`config.mk`:
```
export PLATFORM = sky130hd
export DESIGN_NAME = run_sequencer_flat
export DESIGN_NICKNAME = d
export VERILOG_FILES = /design/src/rtl/run_sequencer_pkg.sv /design/src/rtl/run_sequencer_if.sv /design/src/rtl/run_sequencer_rr_arbiter.sv /design/src/rtl/run_sequencer.sv /design/src/flat_wrapper.sv
export SDC_FILE = /design/constraint.sdc
export NUM_CORES = 1
export LEC_CHECK = 0
export ABC_AREA = 1
export BUFFER_PORTS_ARGS = -buffer_cell sky130_fd_sc_hd__buf_2
export CORE_ASPECT_RATIO = 0.5
export CORE_MARGIN = 5
export CORE_UTILIZATION = 59
export CTS_BUF_LIST = sky130_fd_sc_hd__clkbuf_4 sky130_fd_sc_hd__clkbuf_8 sky130_fd_sc_hd__clkbuf_16
export CTS_CLUSTER_DIAMETER = 200
export DETAILED_ROUTE_END_ITERATION = 7
export PLACE_DENSITY = 0.8
export SYNTH_ARGS = -nofsm -noshare
export SYNTH_HDL_FRONTEND = slang
export SYNTH_SLANG_ARGS = --single-unit
```
`constraint.sdc`:
```
create_clock -name clk -period 2.8 [get_ports clk]
set_input_delay 0.42 -clock clk [delete_from_list [all_inputs] [get_ports clk]]
set_output_delay 0.42 -clock clk [all_outputs]
set_load 0.1 [all_outputs]
```
`src/rtl/run_sequencer_pkg.sv`:
```
// Shared types and width helpers for the run sequencer.
package run_sequencer_pkg;

  typedef enum logic [1:0] {
    StIdle,
    StFill,
    StDrain,
    StHold
  } seq_state_e;

  // Counter/index widths never collapse to zero bits.
  function automatic int unsigned owner_width(int unsigned n);
    return (n > 1) ? $clog2(n) : 1;
  endfunction

  function automatic int unsigned cnt_width(int unsigned n);
    return (n > 1) ? $clog2(n) : 1;
  endfunction

endpackage

```
`src/rtl/run_sequencer_if.sv`:
```
// Request/grant and buffer start/drain handshake bundle.
interface run_sequencer_if #(
  parameter int unsigned NREQ = 2
);
  logic [NREQ-1:0] req;
  logic [NREQ-1:0] grant;
  logic            sink_start;
  logic            source_valid;
  logic            source_eop;

  modport master (
    output req,
    output source_valid,
    output source_eop,
    input  grant,
    input  sink_start
  );

  modport slave (
    input  req,
    input  source_valid,
    input  source_eop,
    output grant,
    output sink_start
  );
endinterface

```
`src/rtl/run_sequencer_rr_arbiter.sv`:
```
// Round-robin arbiter with registered one-hot grant pulse and winner index.
module run_sequencer_rr_arbiter
  import run_sequencer_pkg::*;
#(
  parameter  int unsigned NREQ = 2,
  localparam int unsigned IW   = owner_width(NREQ)
) (
  input  logic            clk_i,
  input  logic            rst_ni,
  input  logic [NREQ-1:0] req_i,
  input  logic            enable_i,
  output logic [NREQ-1:0] grant_o,
  output logic [IW-1:0]   index_o
);

  logic [IW-1:0] last_q;
  logic [IW-1:0] win;
  logic [IW-1:0] cand;
  logic          any;

  // Search starts one past the last winner and wraps.
  always_comb begin
    win  = last_q;
    cand = last_q;
    any  = 1'b0;
    for (int unsigned i = 1; i <= NREQ; i++) begin
      cand = IW'((32'(last_q) + i) % NREQ);
      if (!any && req_i[cand]) begin
        any = 1'b1;
        win = cand;
      end
    end
  end

  always_ff @(posedge clk_i or negedge rst_ni) begin
    if (!rst_ni) begin
      grant_o <= '0;
      index_o <= '0;
      last_q  <= IW'(NREQ - 1);
    end else begin
      grant_o <= '0;
      if (enable_i && any) begin
        grant_o <= NREQ'(1) << win;
        index_o <= win;
        last_q  <= win;
      end
    end
  end

endmodule

```
`src/rtl/run_sequencer.sv`:
```
// Run-level controller: arbitrates requesters, starts a buffer fill, tracks drain, enforces hold-off.
module run_sequencer
  import run_sequencer_pkg::*;
#(
  parameter  int unsigned NSINK   = 4,
  parameter  int unsigned LENGTH  = 256,
  parameter  int unsigned NREQ    = 2,
  parameter  int unsigned HOLDOFF = 16,
  parameter  int unsigned TIMEOUT = 4096,
  parameter  int unsigned CWIDTH  = 16,
  localparam int unsigned OW      = owner_width(NREQ)
) (
  input  logic              clk,
  input  logic              reset,
  run_sequencer_if.slave    bus,
  output logic              busy,
  output logic              run_done,
  output logic [CWIDTH-1:0] run_id,
  output logic [OW-1:0]     owner,
  output logic              error
);

  localparam int unsigned FW = cnt_width(LENGTH);
  localparam int unsigned EW = $clog2(NSINK + 1);
  localparam int unsigned WW = cnt_width(TIMEOUT);
  localparam int unsigned HW = cnt_width(HOLDOFF);

  localparam logic [FW-1:0] FillLast = FW'(LENGTH - 1);
  localparam logic [EW-1:0] EopLast  = EW'(NSINK - 1);
  localparam logic [WW-1:0] WdogLast = WW'(TIMEOUT - 1);
  localparam logic [HW-1:0] HoldLast = HW'((HOLDOFF > 0) ? HOLDOFF - 1 : 0);

  seq_state_e        state_q, state_d;
  logic [FW-1:0]     fill_q, fill_d;
  logic [EW-1:0]     eop_q, eop_d;
  logic [WW-1:0]     wdog_q, wdog_d;
  logic [HW-1:0]     hold_q, hold_d;
  logic              start_q, start_d;
  logic              done_q, done_d;
  logic [CWIDTH-1:0] run_id_q, run_id_d;
  logic              error_q, error_d;
  logic              eop_hit;

  assign eop_hit = bus.source_valid & bus.source_eop;

  run_sequencer_rr_arbiter #(
    .NREQ (NREQ)
  ) u_arb (
    .clk_i    (clk),
    .rst_ni   (reset),
    .req_i    (bus.req),
    .enable_i (state_q == StIdle),
    .grant_o  (bus.grant),
    .index_o  (owner)
  );

  always_comb begin
    state_d  = state_q;
    fill_d   = fill_q;
    eop_d    = eop_q;
    wdog_d   = wdog_q;
    hold_d   = hold_q;
    start_d  = 1'b0;
    done_d   = 1'b0;
    run_id_d = run_id_q;
    error_d  = error_q;

    unique case (state_q)
      StIdle: begin
        if (|bus.req) begin
          state_d = StFill;
          fill_d  = '0;
          start_d = 1'b1;
        end
      end
      StFill: begin
        if (fill_q == FillLast) begin
          state_d = StDrain;
          eop_d   = '0;
          wdog_d  = '0;
        end else begin
          fill_d = fill_q + 1'b1;
        end
      end
      StDrain: begin
        // Completion wins over a timeout landing on the same cycle.
        if (eop_hit && eop_q == EopLast) begin
          done_d   = 1'b1;
          run_id_d = run_id_q + 1'b1;
          hold_d   = '0;
          state_d  = (HOLDOFF == 0) ? StIdle : StHold;
        end else if (wdog_q == WdogLast) begin
          error_d = 1'b1;
          state_d = StIdle;
        end else begin
          wdog_d = wdog_q + 1'b1;
          if (eop_hit) eop_d = eop_q + 1'b1;
        end
      end
      StHold: begin
        if (hold_q == HoldLast) state_d = StIdle;
        else                    hold_d  = hold_q + 1'b1;
      end
      default: state_d = StIdle;
    endcase

    // Buffer must stay silent until the fill has completed.
    if ((state_q == StIdle || state_q == StFill) && bus.source_valid) error_d = 1'b1;
  end

  always_ff @(posedge clk or negedge reset) begin
    if (!reset) begin
      state_q  <= StIdle;
      fill_q   <= '0;
      eop_q    <= '0;
      wdog_q   <= '0;
      hold_q   <= '0;
      start_q  <= 1'b0;
      done_q   <= 1'b0;
      run_id_q <= '0;
      error_q  <= 1'b0;
    end else begin
      state_q  <= state_d;
      fill_q   <= fill_d;
      eop_q    <= eop_d;
      wdog_q   <= wdog_d;
      hold_q   <= hold_d;
      start_q  <= start_d;
      done_q   <= done_d;
      run_id_q <= run_id_d;
      error_q  <= error_d;
    end
  end

  assign bus.sink_start = start_q;
  assign busy           = (state_q != StIdle);
  assign run_done       = done_q;
  assign run_id         = run_id_q;
  assign error          = error_q;

endmodule

```
`src/flat_wrapper.sv`:
```
// flat-port wrapper written by rule: the top's interface ports become plain ports
module run_sequencer_flat import run_sequencer_pkg::*;
#(
  parameter  int unsigned NSINK   = 4,
  parameter  int unsigned LENGTH  = 256,
  parameter  int unsigned NREQ    = 2,
  parameter  int unsigned HOLDOFF = 16,
  parameter  int unsigned TIMEOUT = 4096,
  parameter  int unsigned CWIDTH  = 16,
  localparam int unsigned OW      = owner_width(NREQ)
)
  (clk, reset, busy, run_done, run_id, owner, error, bus_req, bus_source_valid, bus_source_eop, bus_grant, bus_sink_start);
  run_sequencer_if #(.NREQ(NREQ)) bus_i ();
  input  logic clk;
  input  logic reset;
  output logic busy;
  output logic run_done;
  output logic [CWIDTH-1:0] run_id;
  output logic [OW-1:0] owner;
  output logic error;
  input wire logic [$bits(bus_i.req)-1:0] bus_req;
  input wire logic [$bits(bus_i.source_valid)-1:0] bus_source_valid;
  input wire logic [$bits(bus_i.source_eop)-1:0] bus_source_eop;
  output wire logic [$bits(bus_i.grant)-1:0] bus_grant;
  output wire logic [$bits(bus_i.sink_start)-1:0] bus_sink_start;
  assign bus_i.req = bus_req;
  assign bus_i.source_valid = bus_source_valid;
  assign bus_i.source_eop = bus_source_eop;
  assign bus_grant = bus_i.grant;
  assign bus_sink_start = bus_i.sink_start;
  run_sequencer #(.NSINK(NSINK), .LENGTH(LENGTH), .NREQ(NREQ), .HOLDOFF(HOLDOFF), .TIMEOUT(TIMEOUT), .CWIDTH(CWIDTH)) u_core (.clk(clk), .reset(reset), .bus(bus_i), .busy(busy), .run_done(run_done), .run_id(run_id), .owner(owner), .error(error));
endmodule
```
==> run metrics, run 1 <==
status=finished, final reports clean; Die W=111 um; TritonCTS clock tree=built; Skew-Pair Late Insertion Delay=0.31 ns; I/O pins=29; FF-to-FF path depth=8; Sw Ratio=0.456; critical path peak fanout=8; global-route usage over all layers=0.200; Worst Tran Pin Value=0.493 ns; largest net degree at the start of global routing=34; Die Ht=60.3 um; Int Pwr=1.24 mW; most frequent cells after synthesis=nand2_1 (141), dfrtp_1 (51), inv_1 (45); Fin. Hold Viols=0; final WL=6.13 mm; CP startpoint kind=flop; antenna-violating nets left=0; final total power=2.28 mW; Ys Warns=0; post-synthesis sequential area ratio=0.437; worst min path class=in2async; Reg clk slew, reported paths=0.10 ns; Clock H-tree levels=2; crit-path cells=inv_1, ha_1, inv_1, buf_2; Cell Pwr Density=699 mW/mm^2; Peak VDD IR=673 uV; area share of fa/ha/maj cells after synthesis=0.0419; top-count cell post-synth=nand2_1; Syn Nets=412; worst clock skew=0.0123 ns; Critical Path AT=1.78 ns; worst reg2reg path endpoint=u_core.run_id[10]; final worst slack=0.604 ns; fin cells=498; CP Class=reg2out; required time of the worst setup path=2.38 ns; Layout Area Growth over Synthesis=9.61%; Synth Instances=396; CP dominant cell by count=inv_1; first-pass GRT wire length=10.8 mm; placer congestion estimate=0.865; largest cells by area after synthesis=dfrtp_1 (43%), nand2_1 (18%), inv_1 (5.7%); Finished Core Util=0.666; detailed-placement wirelength estimate=4.70 mm; leak pwr=1.70 nW; Critical-path top delay cell=dfrtp_1; dpl ws=0.634 ns; final worst-path cycle share=0.784; DRT Pass-1 Iters=4; final net count=443; Vias=2550; vias in the first global route=2474; r2r startpoint=u_core.state_q[0]; diode count=0; Root Driver=clkbuf_8; crit end category=output port; initial antenna violation count=0; mux contribution to synthesized area=0; Vias/cell=5.12; Cell Area, Synth=0.00298 mm^2; Synth Register Bits=52; async set or reset register ratio after synthesis=1.00; Initial Util=0.608; Post-Place Cells=490; largest family of logic cells by synthesized area=simple AND/OR/NAND/NOR gates; Setup Viol. Count Final=0; unrepaired setup endpoints after global routing=false; total negative slack=0 ns; clock sink count=52; Fmax achieved=455 MHz; Comb pwr share=0.398; Port Buffers=28; cts hold-fix bufs=0; Compound-Gate Fraction of Synth Area=0.0562; routed length per instance=12.3 um; CTS Buf Count=5; largest area contributor in the netlist=dfrtp_1; simple-gate share of the synthesized area=0.353; Max clock buf depth=2; Net Switching=1.04 mW; PostCTS Resize Cnt=0; CP peak stage delay=0.48 ns; Synth Area in XOR/XNOR=0.0411; fraction of layout cells with a size suffix above 1=0.140; EDFF count, synth=0; slew margin rel.=0.674; Max Cap Viol=0; Synth top area share=0.428; die area=0.00666 mm^2; Clock Power Share=0.195; post-CTS repair timing setup buffer count=0; number of cell rows=18; crit path time final=2.20 ns; DR DRC count=0; Floorplan Core Area=0.00491 mm^2; post-synthesis cell type count=34; Avg Inst Size Synth=7.53 um^2; Primary FF master, synth=dfrtp_1; Slew Viols, Final=0; gr ovfl total=0; FF-to-FF setup slack=0.61 ns; Initial DRC Count=99; sequential group share of total power=0.407
## metal layers
metal | part of all wire | vias up | wire length [um] | GRT usage
li1 | - | 1292 | - | -
met1 | 0.47 | 1202 | 2850 | 0.237
met2 | 0.48 | 50 | 2950 | 0.374
met3 | 0.047 | 6 | 291 | 0.0526
met4 | 0.0052 | 0 | 32 | 0.0439
met5 | 0 | - | 0 | 0
## cells in the final DEF (no fill, tap or decap), types with 2 or more instances in the layout
master	instances
a211oi_1	2
a21oi_1	6
buf_2	28
clkbuf_8	5
dfrtp_1	51
ha_1	10
inv_1	45
nand2_1	141
nand2_2	6
nand3_1	22
nand3_2	4
nand3b_1	2
nand4_1	5
nor2_1	44
nor2_2	3
nor2_4	3
nor3_1	3
nor3b_1	3
o21ai_0	14
or2_2	2
xnor2_1	7
xor2_1	7
## state kept, by name, indices dropped and copies added (netlist names)
name	count
u_core.state_q	2
u_core.u_arb.grant_o	2
u_core.fill_q	8
u_core.run_id	16
u_core.u_arb.last_q	1
u_core.wdog_q	12
u_core.error	1
u_core.u_arb.index_o	1
u_core.bus.sink_start	1
u_core.eop_q	3
u_core.run_done	1
u_core.hold_q	4
## kinds of logic (layout without fill, tap and decap cells)
kind of cell | count (synthesis) | count (layout)
adder cells (fa/ha/maj) | 10 | 10
flip-flops | 52 | 52
AO/OA/AOI/OAI | 29 | 29
AND/OR/NAND/NOR | 240 | 240
buffers and inverters | 51 | 83
XOR/XNOR | 14 | 14
## per-stage QoR
stage	hold slack [ns]	cell area (um^2)
5_1_grt	0.0759	3270
3_3_place_gp	0.389	3180
3_5_place_dp	0.398	3180
4_1_cts	0.0602	3270
2_1_floorplan	0.124	2980
6_report	0.0450	3270
## worst max path at each step
stage / depth (start not counted) / slack [ns] / end / start
after floorplan: 10 / 0.65 / u_core.fill_q[5] / u_core.state_q[1]
after global placement: 8 / 0.74 / u_core.run_id[10] / u_core.state_q[0]
after detailed placement: 8 / 0.63 / u_core.run_id[10] / u_core.state_q[0]
after CTS: 8 / 0.61 / u_core.run_id[10] / u_core.state_q[0]
after global routing: 8 / 0.50 / u_core.run_id[10] / u_core.state_q[0]
final: 4 / 0.60 / busy / u_core.state_q[1]
## cell type report
cell class / count / area (um^2)
Clock buffer: 5 / 68.8
Clock inverter: 3 / 22.5
Fill cell: 441 / 1640
Inverter: 46 / 173
Multi-Input combinational cell: 293 / 1470
Sequential cell: 52 / 1300
Tap cell: 70 / 87.6
Timing Repair Buffer: 29 / 148
## critical path: cells and delay by family (launching register included)
| kind | cells | cell delay [ns] |
|---|---|---|
| buffers and inverters | 3 | 0.74 |
| DFF | 1 | 0.48 |
| adders and majority gates | 1 | 0.26 |
## power groups by stage
| stage | Clock [mW] | Sequential (mW) | Combinational [mW] |
|---|---|---|---|
| 2_1_floorplan | 0 | 1.10 | 0.570 |
| 3_3_place_gp | 0 | 0.932 | 0.873 |
| 3_5_place_dp | 0 | 0.944 | 0.903 |
| 4_1_cts | 0.453 | 0.929 | 0.908 |
| 5_1_grt | 0.486 | 0.945 | 0.995 |
| 6_report | 0.446 | 0.930 | 0.909 |
No activity file was read; power rests on OpenSTA's default activity.
==> inputs of run 2 (changes only) <==
Settings changed: CORE_UTILIZATION 59 to 53, PLACE_DENSITY 0.8 to 0.75.
Clock period 2.8 ns to 1.93 ns, I/O delays scaled along.
==> run 2 against run 1 <==
Compared with the run above: wire length shrank 1.1%; final cell count rose by 1.6%; critical path depth unchanged; die area increased by 9.8%; total power rose by 60%; largest cell class unchanged; clock skew shrank 0.0043 ns; clock power is 100% higher; via count grew 1.9%; non-clock buffer count up 5; critical endpoint unchanged; sequential cell count is the same.
==> run metrics, run 2 (synthesized netlist as in run 1, its figures left out) <==
Fmax achieved=539 MHz; family with the most delay on the worst path=buffers and inverters; final total power=3.65 mW; vias in the first global route=2452; critical path peak fanout=5; die area=0.00732 mm^2; DR DRC count=0; crit-path cells=inv_2, ha_4, clkinvlp_4, buf_2; hold_ws=0.247 ns; Clock Power Share=0.249; DRT Pass-1 Iters=4; slew margin rel.=0.676; diode count=0; Reg clk slew, reported paths=0.07 ns; Setup Viol. Count Final=0; routed length per instance=12.0 um; Max Cap Viol=0; worst min path class=in2reg; Initial Util=0.546; Int Pwr=2.10 mW; final worst-path cycle share=0.961; Net Switching=1.55 mW; Die W=116 um; fraction of layout cells with a size suffix above 1=0.171; leak pwr=1.74 nW; Vias/cell=5.13; commonest non-fill, non-tap cell in the layout=nand2_1; CP startpoint=u_core.state_q[0]; FF/Latch Area=0.00131 mm^2; TritonCTS clock tree=built; Skew-Pair Late Insertion Delay=0.29 ns; Fin. Hold Viols=0; Floorplan Core Area=0.00547 mm^2; post-CTS repair timing setup buffer count=0; antenna-violating nets left=0; Layout fillers=480; status=finished, final reports clean; Worst Tran Pin Value=0.490 ns; Max clock buf depth=2; Top Usage Layer GRT=met2; sum of buffers and inverters on the critical path=3; gr ovfl total=0; final WL=6.06 mm; Finished Core Util=0.623; Hold Crit Start=bus_req[0]; r2r startpoint=u_core.state_q[1]; Largest register FFs=16; Sw Ratio=0.425; first-pass GRT wire length=10.7 mm; Root Driver=clkbuf_16; Critical-path top delay cell=dfrtp_1; number of cell rows=19; I/O pins=29; CP startpoint kind=flop; Port Buffers=28; CTS Buf Count=5; global-route usage over all layers=0.179; Initial DRC Count=217; Slew Viols, Final=0; clock sink count=52; CP peak stage delay=0.44 ns; Die Ht=63.0 um; FF-to-FF setup slack=0.15 ns; placer congestion estimate=0.830; Critical Path AT=1.56 ns; Clock H-tree levels=2; Post-Place Cells=497; met1 usage=0.235; Vias=2598; crit path time final=1.85 ns; most frequent cells in the layout=nand2_1 (140), dfrtp_1 (48), inv_1 (42), nor2_1 (42), buf_2 (28); multi-input logic area=0.00149 mm^2; Comb pwr share=0.381; sequential group share of total power=0.370; worst clock skew=0.00798 ns; detailed-placement wirelength estimate=4.60 mm; final net count=448; GR Util met3=0.0416; unrepaired setup endpoints after global routing=false; Layout Area Growth over Synthesis=14.1%; met2 Use GR=0.301; fin cells=506; required time of the worst setup path=1.64 ns; Cell Pwr Density=1070 mW/mm^2; CP Class=reg2out; largest net degree at the start of global routing=25; crit end category=output port; initial antenna violation count=0; Peak VDD IR=913 uV
run 2: layout make-up:
class | instances | share of cell area
Clock inverter | 2 | 0.00478
Timing Repair Buffer | 34 | 0.0551
Clock buffer | 6 | 0.0390
Inverter | 46 | 0.0518
Sequential cell | 52 | 0.384
Multi-Input combinational cell | 293 | 0.439
Tap cell | 73 | 0.0268
run 2: path summary, 6_finish.rpt:
kind | cells after the start | end
worst min register to register | 2 | u_core.error
min in group asynchronous | 2 | u_core.wdog_q[0]
max in group asynchronous | 3 | u_core.u_arb.last_q
worst max register to register | 9 | u_core.fill_q[5]
worst max-delay path | 4 | busy
worst min-delay path | 2 | u_core.u_arb.grant_o[1]
run 2: repair_timing:
| item | in CTS | in global routing |
|---|---|---|
| endpoints found under the hold margin | 9 | 0 |
| hold buffers | 1 | 0 |
| setup endpoints to repair | 0 | 2 |
| resized for setup | 0 | 2 |
run 2: power by group through the flow:
stage / registers [mW] / clock network [mW] / logic (mW)
after floorplan: 1.61 / 0 / 0.883
after global routing: 1.37 / 0.964 / 1.54
after CTS: 1.35 / 0.922 / 1.41
after global placement: 1.36 / 0 / 1.36
final: 1.35 / 0.909 / 1.39
after detailed placement: 1.37 / 0 / 1.40
run 2: routing by layer:
layer / share of wire / up-vias
li1: - / 1310
met1: 0.47 / 1221
met2: 0.47 / 55
met3: 0.049 / 12
met4: 0.011 / 0
met5: 0 / -
run 2: worst reg2reg max path: stages (launching register included):
cell	delay [ns]
dfrtp_2	0.46
inv_2	0.10
ha_1	0.39
nor2_1	0.14
nor2_2	0.17
nand2_2	0.13
inv_1	0.12
o21ai_0	0.09
nand2_1	0.06
inv_1	0.04
run 2: metrics by stage:
step,TNS (ns),area (um^2),worst slack [ns]
after floorplan,-0.0210,3010,-0.0210
after global placement,0,3240,0.224
after detailed placement,0,3240,0.163
after CTS,0,3400,0.0823
after global routing,0,3400,0.00754
final,0,3400,0.0759
